==> config.mk <==
export PLATFORM = sky130hd
export DESIGN_NAME = ah_lru_grant_sequencer_flat
export DESIGN_NICKNAME = d
export VERILOG_FILES = /design/src/rtl/ah_lru_grant_sequencer_pkg.sv /design/src/rtl/ah_lru_grant_sequencer_if.sv /design/src/rtl/ah_lru_grant_sequencer_pick.sv /design/src/rtl/ah_lru_grant_sequencer.sv /design/src/flat_wrapper.sv
export SDC_FILE = /design/constraint.sdc
export NUM_CORES = 1
export LEC_CHECK = 0
export ABC_AREA = 1
export ABC_CLOCK_PERIOD_IN_PS = 13170
export CAP_MARGIN = 25
export CORE_MARGIN = 4
export CORE_UTILIZATION = 54
export CTS_BUF_LIST = sky130_fd_sc_hd__clkbuf_8
export DETAILED_ROUTE_END_ITERATION = 10
export PLACE_DENSITY = 0.79
export SLEW_MARGIN = 5
export SYNTH_ARGS = -nofsm -noshare
export SYNTH_HDL_FRONTEND = slang
export SYNTH_HIERARCHICAL = 1
export SYNTH_SLANG_ARGS = --single-unit
==> constraint.sdc <==
create_clock -name clk -period 13.17 [get_ports clk]
set_input_delay 3.951 -clock clk [delete_from_list [all_inputs] [get_ports clk]]
set_output_delay 3.951 -clock clk [all_outputs]
set_load 0.005 [all_outputs]
==> src/rtl/ah_lru_grant_sequencer_pkg.sv <==
`default_nettype none
// +----------------------------------------------------------------------+
// | ah_lru_seq_pkg: shared types and defaults for the LRU grant sequencer |
// | Revision: 1.0                                                        |
// +----------------------------------------------------------------------+
package ah_lru_seq_pkg;

    localparam int DEFAULT_NUM_REQ  = 8;
    localparam int DEFAULT_MAX_HOLD = 64;
    localparam int RANK_MAX_W       = 4;

    typedef enum logic [0:0] {
        IDLE = 1'b0,
        HOLD = 1'b1
    } state_t;

    typedef logic [RANK_MAX_W-1:0] rank_t;

    // Requester 0 starts as the least recently granted (highest rank).
    function automatic rank_t reset_rank(input int num_req, input int idx);
        return rank_t'(num_req - 1 - idx);
    endfunction

endpackage
`default_nettype wire

==> src/rtl/ah_lru_grant_sequencer_if.sv <==
`default_nettype none
// +----------------------------------------------------------------------+
// | ah_lru_grant_sequencer_if: requester/grant bundle of the sequencer   |
// | Revision: 1.0                                                        |
// +----------------------------------------------------------------------+
interface ah_lru_grant_sequencer_if #(
    parameter int NUM_REQ = 8,
    parameter int IDX_W   = $clog2(NUM_REQ)
);
    logic [NUM_REQ-1:0] req;
    logic [NUM_REQ-1:0] done;
    logic               res_busy;
    logic [NUM_REQ-1:0] gnt;
    logic               gnt_vld;
    logic [IDX_W-1:0]   gnt_idx;
    logic               timeout;

    modport master (
        output req, done, res_busy,
        input  gnt, gnt_vld, gnt_idx, timeout
    );

    modport slave (
        input  req, done, res_busy,
        output gnt, gnt_vld, gnt_idx, timeout
    );
endinterface
`default_nettype wire

==> src/rtl/ah_lru_grant_sequencer_pick.sv <==
`default_nettype none
// +----------------------------------------------------------------------+
// | ah_lru_pick: combinational selector of the requester with max rank   |
// | Revision: 1.0                                                        |
// +----------------------------------------------------------------------+
module ah_lru_pick #(
    parameter int NUM_REQ = 8,
    parameter int IDX_W   = $clog2(NUM_REQ)
) (
    input  logic [NUM_REQ-1:0]       req,
    input  logic [NUM_REQ*IDX_W-1:0] ranks,
    output logic [IDX_W-1:0]         winner,
    output logic                     any_req
);

    logic [IDX_W-1:0] w_best;
    logic             w_found;

    // Ranks are a permutation, so the maximum among requesters is unique.
    always_comb begin
        winner  = '0;
        w_best  = '0;
        w_found = 1'b0;
        for (int i = 0; i < NUM_REQ; i++) begin
            if (req[i] && (!w_found || (ranks[i*IDX_W +: IDX_W] > w_best))) begin
                w_found = 1'b1;
                w_best  = ranks[i*IDX_W +: IDX_W];
                winner  = IDX_W'(i);
            end
        end
    end

    assign any_req = |req;

endmodule
`default_nettype wire

==> src/rtl/ah_lru_grant_sequencer.sv <==
`default_nettype none
// +----------------------------------------------------------------------+
// | ah_lru_grant_sequencer: least-recently-granted exclusive grant with  |
// | hold/release handshake. Optional watchdog: AH_LRU_SEQ_TIMEOUT_EN     |
// | Revision: 1.0                                                        |
// +----------------------------------------------------------------------+
module ah_lru_grant_sequencer
    import ah_lru_seq_pkg::*;
#(
    parameter int NUM_REQ  = DEFAULT_NUM_REQ,
    parameter int IDX_W    = $clog2(NUM_REQ),
    parameter int MAX_HOLD = DEFAULT_MAX_HOLD
) (
    input  logic                     clk,
    input  logic                     rst,
    ah_lru_grant_sequencer_if.slave  bus
);

    generate
        if ((NUM_REQ < 2) || (NUM_REQ > 16) || (MAX_HOLD < 2)) begin : g_param_check
            $error("ah_lru_grant_sequencer: NUM_REQ must be 2..16 and MAX_HOLD >= 2");
        end
    endgenerate

    state_t               r_state;
    state_t               w_state_nxt;
    logic [NUM_REQ-1:0]   r_gnt;
    logic [NUM_REQ-1:0]   w_gnt_nxt;
    logic [IDX_W-1:0]     r_gnt_idx;
    logic [IDX_W-1:0]     w_gnt_idx_nxt;
    logic                 r_timeout;
    logic                 w_timeout_nxt;
    logic [IDX_W-1:0]     r_rank     [NUM_REQ];
    logic [IDX_W-1:0]     w_rank_nxt [NUM_REQ];
    logic [NUM_REQ*IDX_W-1:0] w_ranks_packed;
    logic [IDX_W-1:0]     w_winner;
    logic                 w_any_req;
    logic                 w_grant;
    logic                 w_release;
    logic                 w_force;

    generate
        for (genvar gi = 0; gi < NUM_REQ; gi++) begin : g_pack
            assign w_ranks_packed[gi*IDX_W +: IDX_W] = r_rank[gi];
        end
    endgenerate

    ah_lru_pick #(
        .NUM_REQ (NUM_REQ),
        .IDX_W   (IDX_W)
    ) u_pick (
        .req     (bus.req),
        .ranks   (w_ranks_packed),
        .winner  (w_winner),
        .any_req (w_any_req)
    );

    assign w_grant   = (r_state == IDLE) && w_any_req && !bus.res_busy;
    assign w_release = (r_state == HOLD) &&
                       (bus.done[r_gnt_idx] || !bus.req[r_gnt_idx]);

`ifdef AH_LRU_SEQ_TIMEOUT_EN
    localparam int HOLD_W = (MAX_HOLD > 2) ? $clog2(MAX_HOLD) : 1;

    logic [HOLD_W-1:0] r_hold_cnt;

    always_ff @(posedge clk) begin
        if (rst) begin
            r_hold_cnt <= '0;
        end else if (w_grant) begin
            r_hold_cnt <= '0;
        end else if (r_state == HOLD) begin
            r_hold_cnt <= r_hold_cnt + 1'b1;
        end
    end

    // A genuine release in the same cycle wins over the watchdog.
    assign w_force = (r_state == HOLD) && !w_release &&
                     (r_hold_cnt == HOLD_W'(MAX_HOLD - 1));
`else
    assign w_force = 1'b0;
`endif

    always_comb begin
        w_state_nxt   = r_state;
        w_gnt_nxt     = r_gnt;
        w_gnt_idx_nxt = r_gnt_idx;
        w_timeout_nxt = 1'b0;
        for (int i = 0; i < NUM_REQ; i++) begin
            w_rank_nxt[i] = r_rank[i];
        end

        case (r_state)
            IDLE: begin
                if (w_grant) begin
                    w_state_nxt   = HOLD;
                    w_gnt_nxt     = {{(NUM_REQ-1){1'b0}}, 1'b1} << w_winner;
                    w_gnt_idx_nxt = w_winner;
                    // Winner becomes most recent; everyone younger ages by one.
                    for (int j = 0; j < NUM_REQ; j++) begin
                        if (IDX_W'(j) == w_winner) begin
                            w_rank_nxt[j] = '0;
                        end else if (r_rank[j] < r_rank[w_winner]) begin
                            w_rank_nxt[j] = r_rank[j] + 1'b1;
                        end
                    end
                end
            end
            HOLD: begin
                if (w_release) begin
                    w_state_nxt = IDLE;
                    w_gnt_nxt   = '0;
                end else if (w_force) begin
                    w_state_nxt   = IDLE;
                    w_gnt_nxt     = '0;
                    w_timeout_nxt = 1'b1;
                end
            end
            default: begin
                w_state_nxt = IDLE;
                w_gnt_nxt   = '0;
            end
        endcase
    end

    always_ff @(posedge clk) begin
        if (rst) begin
            r_state   <= IDLE;
            r_gnt     <= '0;
            r_gnt_idx <= '0;
            r_timeout <= 1'b0;
            for (int i = 0; i < NUM_REQ; i++) begin
                r_rank[i] <= IDX_W'(reset_rank(NUM_REQ, i));
            end
        end else begin
            r_state   <= w_state_nxt;
            r_gnt     <= w_gnt_nxt;
            r_gnt_idx <= w_gnt_idx_nxt;
            r_timeout <= w_timeout_nxt;
            for (int i = 0; i < NUM_REQ; i++) begin
                r_rank[i] <= w_rank_nxt[i];
            end
        end
    end

    assign bus.gnt     = r_gnt;
    assign bus.gnt_vld = |r_gnt;
    assign bus.gnt_idx = r_gnt_idx;
    assign bus.timeout = r_timeout;

endmodule
`default_nettype wire

==> src/flat_wrapper.sv <==
// flat-port wrapper written by rule: the top's interface ports become plain ports
module ah_lru_grant_sequencer_flat import ah_lru_seq_pkg::*;
#(
    parameter int NUM_REQ  = DEFAULT_NUM_REQ,
    parameter int IDX_W    = $clog2(NUM_REQ),
    parameter int MAX_HOLD = DEFAULT_MAX_HOLD
)
  (clk, rst, bus_req, bus_done, bus_res_busy, bus_gnt, bus_gnt_vld, bus_gnt_idx, bus_timeout);
  ah_lru_grant_sequencer_if #(.NUM_REQ(NUM_REQ), .IDX_W(IDX_W)) bus_i ();
  input  logic clk;
  input  logic rst;
  input wire logic [$bits(bus_i.req)-1:0] bus_req;
  input wire logic [$bits(bus_i.done)-1:0] bus_done;
  input wire logic [$bits(bus_i.res_busy)-1:0] bus_res_busy;
  output wire logic [$bits(bus_i.gnt)-1:0] bus_gnt;
  output wire logic [$bits(bus_i.gnt_vld)-1:0] bus_gnt_vld;
  output wire logic [$bits(bus_i.gnt_idx)-1:0] bus_gnt_idx;
  output wire logic [$bits(bus_i.timeout)-1:0] bus_timeout;
  assign bus_i.req = bus_req;
  assign bus_i.done = bus_done;
  assign bus_i.res_busy = bus_res_busy;
  assign bus_gnt = bus_i.gnt;
  assign bus_gnt_vld = bus_i.gnt_vld;
  assign bus_gnt_idx = bus_i.gnt_idx;
  assign bus_timeout = bus_i.timeout;
  ah_lru_grant_sequencer #(.NUM_REQ(NUM_REQ), .IDX_W(IDX_W), .MAX_HOLD(MAX_HOLD)) u_core (.clk(clk), .rst(rst), .bus(bus_i));
endmodule
==> impl_metrics.py, run 1 <==
metrics = {
    "sta": {
        "skew_ns": 0.00519,
        "hold_viol_final": 0,
        "maxSlewHeadroom_pct": 48.7,
        "period_share_pct": 96.1,
        "min_period_ns": 12.66,
        "drv_slew": 0,
        "max_freq_ghz": 0.0790,
        "finalSetupViolations": 0,
        "worstMarginPinSlew_ns": 0.767,
    },
    "floorplan": {
        "fp.coreArea_sq_um": 5960,
        "num_rows": 28,
        "dieArea_sq_um": 7530,
        "io_pins": 32,
        "initial_utilization_pct": 56.3,
        "chipWidth_microns": 86.8,
        "die_h_microns": 86.8,
    },
    "cells_and_area": {
        "fillCellCount": 469,
        "area_growth_pct": 31.9,
        "nets": 641,
        "seqCellArea_sq_um": 721,
        "drive_above_1_share_pct": 21.3,
        "multiInputGateArea_sq_um": 2660,
        "final_cells": 652,
        "n_antenna_cell": 0,
        "finish.utilization_pct": 74.2,
    },
    "hold_path": {
        "hold_path_class": "flop to flop",
        "whs_path_depth": 2,
        "hp-start": "u_core/bus.gnt[3]$_SDFFE_PP0P_",
        "hold_end": "u_core/bus.gnt[3]$_SDFFE_PP0P_",
    },
    "global_routing": {
        "antenna_found_initial": 0,
        "grt_max_degree": 20,
        "grt_pass1_wl_microns": 15900,
        "grt_pass1_vias": 3702,
        "grt_usage_pct": 26.3,
        "grt-ovfl-total": 0,
    },
    "cts": {
        "clock-sinks": 36,
        "worstSkewPairLatency_ns": 0.29,
        "cts_buffers": 5,
        "ctsHoldBuffers": 0,
        "clock_path_buffers": 2,
        "cts_tree": "built",
        "cts.clk_slew.worst_paths_ns": 0.07,
        "htree_levels": 2,
        "root_buffer": "clkbuf_8",
    },
    "synth": {
        "ys_seq_area_share_pct": 21.5,
        "synth_area_sq_um": 3350,
        "yosys-top-cells-area": "dfxtp_1 22%, ha_1 17%, nand2_1 15%",
        "synth_nets": 569,
        "ys_warn_count": 6,
        "synth_top_flop_cell": "dfxtp_1",
        "synth_edf_count": 0,
        "synth_common_cells": "134 x nand2_1, 87 x nand3_1, 58 x inv_1",
        "synth_cells": 505,
        "async_flop_share_pct": 0,
        "synth_top_cell_by_area": "dfxtp_1",
        "synth_top_cell_area_share_pct": 21.5,
        "avgSynthCellArea_sq_um": 6.64,
        "ys_ff_latch": 36,
        "yosysMostFrequentCell": "nand2_1",
        "yosysUniqueCellTypes": 32,
    },
    "critical_path": {
        "required_ns": 13.30,
        "startpoint_type": "input port",
        "arrival_ns": 12.79,
        "critPathCaptureType": "flop",
        "worst_path_largest_cell_delay_ns": 0.32,
        "reg2reg_depth": 72,
        "cp_top_family": "simple AND/OR/NAND/NOR gates",
        "rr_startpoint": "u_core/r_rank[0][2]$_SDFFE_PP1P_",
        "cp_max_fo": 6,
        "rrSetupSlack_ns": 3.82,
        "cpMaxStageDelayCell": "a211oi_4",
        "crit_top_cell": "nand2_1",
        "critical_path_buf_inv_count": 11,
        "critical_path_class": "input port to flop",
        "reg2reg_to": "u_core/r_rank[6][1]$_SDFFE_PP0P_",
    },
    "place": {
        "dp.cells": 637,
        "dp_hpwl_microns": 7270,
        "port_buffers": 30,
        "finalWeightedCongestion": 0.910,
    },
    "routing": {
        "drc": 0,
        "drt_wl_total_microns": 10400,
        "routedWlPerCell_microns": 16.0,
        "first_pass_iters": 5,
        "drt-vias-per-instance": 5.91,
        "via_count": 3854,
        "ant_nets": 0,
        "drt_iter0_drc": 370,
    },
    "status": {
        "outcome": "finished clean",
    },
    "flow_run": {
        "maxCapViolCount": 0,
    },
}
## cells by family (layout without fill, tap and decap cells)
group	Yosys count	count (layout)	share of synthesized area, %
XOR/XNOR	8	8	2.09
other	1	1	0.112
adder cells (fa/ha/maj)	45	45	16.8
AND/OR/NAND/NOR	283	283	38.6
AO/OA/AOI/OAI	64	64	12.8
flip-flops	36	36	21.5
buffers and inverters	68	140	8.06
## final cells by class
type / count / area share [%]
multi-input combinational: 401 / 60.2
sequential: 36 / 16.3
timing repair buffer: 73 / 14.5
inverter: 60 / 5.15
tap: 75 / 2.12
clock buffer: 5 / 1.56
clock inverter: 2 / 0.198
## layout by cell type, fill, tap and decap left out, types with 20 or more instances in the layout
| cell type | Yosys | final |
|---|---|---|
| clkdlybuf4s50_1 | 0 | 29 |
| nand2_1 | 134 | 115 |
| inv_1 | 58 | 51 |
| ha_1 | 45 | 33 |
| dfxtp_1 | 36 | 36 |
| nor2_1 | 21 | 20 |
| nand4_1 | 20 | 20 |
| nand3_1 | 87 | 83 |
| a21oi_1 | 32 | 27 |
| buf_4 | 1 | 39 |
## stage by stage
step / instance area, sq um / hold WS [ns] / TNS [ns] / worst slack (ns)
2_1_floorplan: 3350 / 0.474 / 0 / 0.677
3_3_place_gp: 3970 / 0.489 / -7.53 / -0.356
3_5_place_dp: 3970 / 0.496 / -15.70 / -0.705
4_1_cts: 4100 / 0.510 / 0 / 0.0323
5_1_grt: 4420 / 0.531 / -0.235 / -0.0671
6_report: 4420 / 0.506 / 0 / 0.511
## worst min-delay path, delay by kind of cell (launching register included)
kind / cells / cell delay, ns
simple gates: 1 / 0.08
flops: 1 / 0.33
compound gates: 1 / 0.06
## flip-flops by register name, summed over array words and instances (netlist names)
| name | flops |
|---|---|
| u_core/r_rank | 24 |
| u_core/bus.gnt | 8 |
| u_core/bus.gnt_idx | 3 |
| u_core/r_state | 1 |
## per-layer routing
layer,GRT usage (%),wire length (microns),vias up
met5,0,0,-
li1,-,-,1855
met2,46.4,5030,181
met3,3.80,766,47
met4,9.63,391,0
met1,32.1,4250,1771
## how the worst max path moves through the flow
stage	slack, ns	endpoint	startpoint	cells past startpoint
2_1_floorplan	0.68	u_core/r_rank[3][2]$_SDFFE_PP1P_	bus_req[0]	72
3_3_place_gp	-0.36	u_core/r_rank[6][2]$_SDFFE_PP0P_	bus_req[0]	74
3_5_place_dp	-0.70	u_core/r_rank[6][1]$_SDFFE_PP0P_	bus_req[0]	74
4_1_cts	0.03	u_core/r_rank[6][1]$_SDFFE_PP0P_	bus_req[0]	74
5_1_grt	-0.07	u_core/r_rank[6][1]$_SDFFE_PP0P_	bus_req[0]	74
6_report	0.51	u_core/r_rank[6][1]$_SDFFE_PP0P_	bus_req[0]	74
## what timing repair did
action,4_1_cts,5_1_grt
gates resized for setup,16,56
setup endpoints to repair,24,32
pin swaps,5,22
buffers inserted,1,7
Power of run 1 is left out: the tool's default activity adds up to more than one toggle a clock period on the data nets, which glitch-free logic cannot reach.
==> run 2: changes to the inputs <==
--- a/config.mk
+++ b/config.mk
@@ -9,12 +9,10 @@
 export ABC_CLOCK_PERIOD_IN_PS = 13170
 export CAP_MARGIN = 25
 export CORE_MARGIN = 4
-export CORE_UTILIZATION = 54
+export CORE_UTILIZATION = 30
 export CTS_BUF_LIST = sky130_fd_sc_hd__clkbuf_8
 export DETAILED_ROUTE_END_ITERATION = 10
-export PLACE_DENSITY = 0.79
 export SLEW_MARGIN = 5
 export SYNTH_ARGS = -nofsm -noshare
 export SYNTH_HDL_FRONTEND = slang
-export SYNTH_HIERARCHICAL = 1
 export SYNTH_SLANG_ARGS = --single-unit
==> run 2 against run 1 <==
Net effect: global-route usage decreased by 12 points; synthesized area decreased by 1.6%; sequential cell count unchanged; worst hold slack got worse by 0.019 ns; largest cell class unchanged; utilization decreased by 37 points; critical path type unchanged; highest routed layer unchanged.
==> impl_metrics.py, run 2 <==
metrics = {
    "status": {
        "outcome": "finished clean",
    },
    "floorplan": {
        "io_pins": 32,
        "num_rows": 38,
        "initial_utilization_pct": 30.6,
        "fp.coreArea_sq_um": 10800,
        "die_h_microns": 113,
        "dieArea_sq_um": 12700,
        "chipWidth_microns": 113,
    },
    "sta": {
        "period_share_pct": 92.9,
        "worstMarginPinSlew_ns": 0.527,
        "hold_viol_final": 0,
        "rsz0062_at_grt": "false",
        "maxSlewHeadroom_pct": 64.8,
        "skew_ns": 0.00618,
        "max_freq_ghz": 0.0817,
        "finalSetupTns_ns": 0,
        "min_period_ns": 12.23,
        "drv_slew": 0,
        "finalSetupViolations": 0,
    },
    "routing": {
        "routedWlPerCell_microns": 13.2,
        "drc": 0,
        "first_pass_iters": 5,
        "wl_met2_microns": 4210,
        "drt_wl_total_microns": 9100,
        "ant_nets": 0,
        "m1WireLength_microns": 4310,
        "wl_met3_microns": 500,
        "drt-vias-per-instance": 4.92,
        "via_count": 3391,
        "highest_layer": "met4",
        "drt_iter0_drc": 233,
    },
    "global_routing": {
        "grt_usage_pct": 14.4,
        "antenna_found_initial": 0,
        "grt_pass1_wl_microns": 15200,
        "grt_max_degree": 33,
        "grt-ovfl-total": 0,
        "grt_pass1_vias": 3130,
    },
    "cells_and_area": {
        "n_antenna_cell": 0,
        "max_flop_register": "u_core.r_rank",
        "nets": 605,
        "largest_reg_flops": 24,
        "drive_above_1_share_pct": 14.0,
        "design_area_sq_um": 4030,
        "area_growth_pct": 22.0,
        "layout_common_cells": "134 x nand2_1, 63 x inv_1, 57 x nand3_1",
        "final_common_cell": "nand2_1",
        "final_cells": 689,
    },
    "cts": {
        "htree_levels": 2,
        "ctsHoldBuffers": 0,
        "worstSkewPairLatency_ns": 0.29,
        "cts_buffers": 5,
        "clock_path_buffers": 2,
        "clock-sinks": 36,
        "cts.clk_slew.worst_paths_ns": 0.08,
        "root_buffer": "clkbuf_8",
        "cts_tree": "built",
    },
    "critical_path": {
        "startpoint": "bus_req[0]",
        "crit_top_cell": "nand2_1",
        "critical_path_buf_inv_count": 6,
        "cp_top_family": "simple AND/OR/NAND/NOR gates",
        "startpoint_type": "input port",
        "cp_max_fo": 8,
        "cpMaxStageDelayCell": "ha_1",
        "critPathCaptureType": "flop",
        "worst_path_largest_cell_delay_ns": 0.33,
        "rr_startpoint": "u_core.r_rank[0][2]$_SDFFE_PP1P_",
        "arrival_ns": 12.39,
        "required_ns": 13.33,
        "critical_path_class": "input port to flop",
    },
    "place": {
        "finalWeightedCongestion": 0.845,
        "dp.cells": 678,
        "port_buffers": 30,
        "placed_area_sq_um": 3800,
        "dp_hpwl_microns": 6970,
    },
    "synth": {
        "avgSynthCellArea_sq_um": 6.49,
        "ys_warn_count": 0,
        "ys_ff_latch": 36,
        "synth_top_cell_by_area": "dfxtp_1",
        "synth_area_sq_um": 3300,
        "synth_top_flop_cell": "dfxtp_1",
        "synth_nets": 564,
        "synth_top_cell_area_share_pct": 21.8,
        "synth_common_cells": "137 x nand2_1, 64 x inv_1, 57 x nand3_1",
        "synth_cells": 508,
        "yosysMostFrequentCell": "nand2_1",
        "yosysUniqueCellTypes": 36,
        "yosys-top-cells-area": "dfxtp_1 22%, nand2_1 16%, ha_1 14%",
        "synth_edf_count": 0,
        "async_flop_share_pct": 0,
        "ys_seq_area_share_pct": 21.8,
    },
    "hold_path": {
        "hold_path_class": "flop to flop",
        "hp-start": "u_core.bus.gnt[5]$_SDFFE_PP0P_",
    },
    "flow_run": {
        "maxCapViolCount": 0,
    },
}
==> run 2: changes by cell type after synthesis, moves of 6 or more <==
cell and change:
nand3_1 -30, nand2_2 +21, inv_1 +6, o21ai_0 +11
nand4_1 -11, ha_1 -8, nor2_1 +6, and2_1 -6
==> run 2: logic make-up after synthesis <==
| kind of cell | synth area share, % |
|---|---|
| AO/OA/AOI/OAI | 12.8 |
| XOR/XNOR | 2.12 |
| adder cells (fa/ha/maj) | 14.0 |
| buffers and inverters | 9.06 |
| flip-flops | 21.8 |
| other | 0.114 |
| AND/OR/NAND/NOR | 40.0 |
==> run 2: path summary, 6_finish.rpt <==
kind	endpoint	slack [ns]	cells past startpoint
max reg2reg	u_core.r_rank[2][2]$_SDFFE_PP1P_	4.22	71
max	u_core.r_rank[2][2]$_SDFFE_PP1P_	0.94	72
min	u_core.bus.gnt[5]$_SDFFE_PP0P_	0.49	2
min reg2reg	u_core.bus.gnt[5]$_SDFFE_PP0P_	0.49	2
==> run 2: through the flow <==
step	setup slack (ns)	util (%)	hold WS, ns
finish	0.937	37.3	0.487
global route	0.0689	37.3	0.513
CTS	0.0667	36.1	0.492
detailed placement	-0.216	35.2	0.477
global placement	0.0530	35.2	0.471
floorplan	1.04	-	0.454
==> run 2: timing repair <==
item / in CTS / in global routing
gates resized for setup: 0 / 32
setup endpoints to repair: 0 / 26
setup buffers: 0 / 3
==> run 2: tightest hold or removal path, cell delays in order (launching register included) <==
cell and delay [ns]:
dfxtp_1 0.33, nand2_1 0.06, a21oi_1 0.05
==> run 2: routing by layer <==
metal	GRT usage, %	vias up
met4	3.13	0
met1	19.4	1554
met5	0	-
li1	-	1761
met3	2.19	4
met2	24.3	72
==> run 2: final cells by class <==
| type | count | area, sq um |
|---|---|---|
| inverter | 69 | 269 |
| sequential | 36 | 721 |
| multi-input combinational | 396 | 2380 |
| fill | 1161 | 6770 |
| tap | 140 | 175 |
| clock buffer | 7 | 96.3 |
| timing repair buffer | 41 | 385 |
Power of run 2 is left out for the same reason.
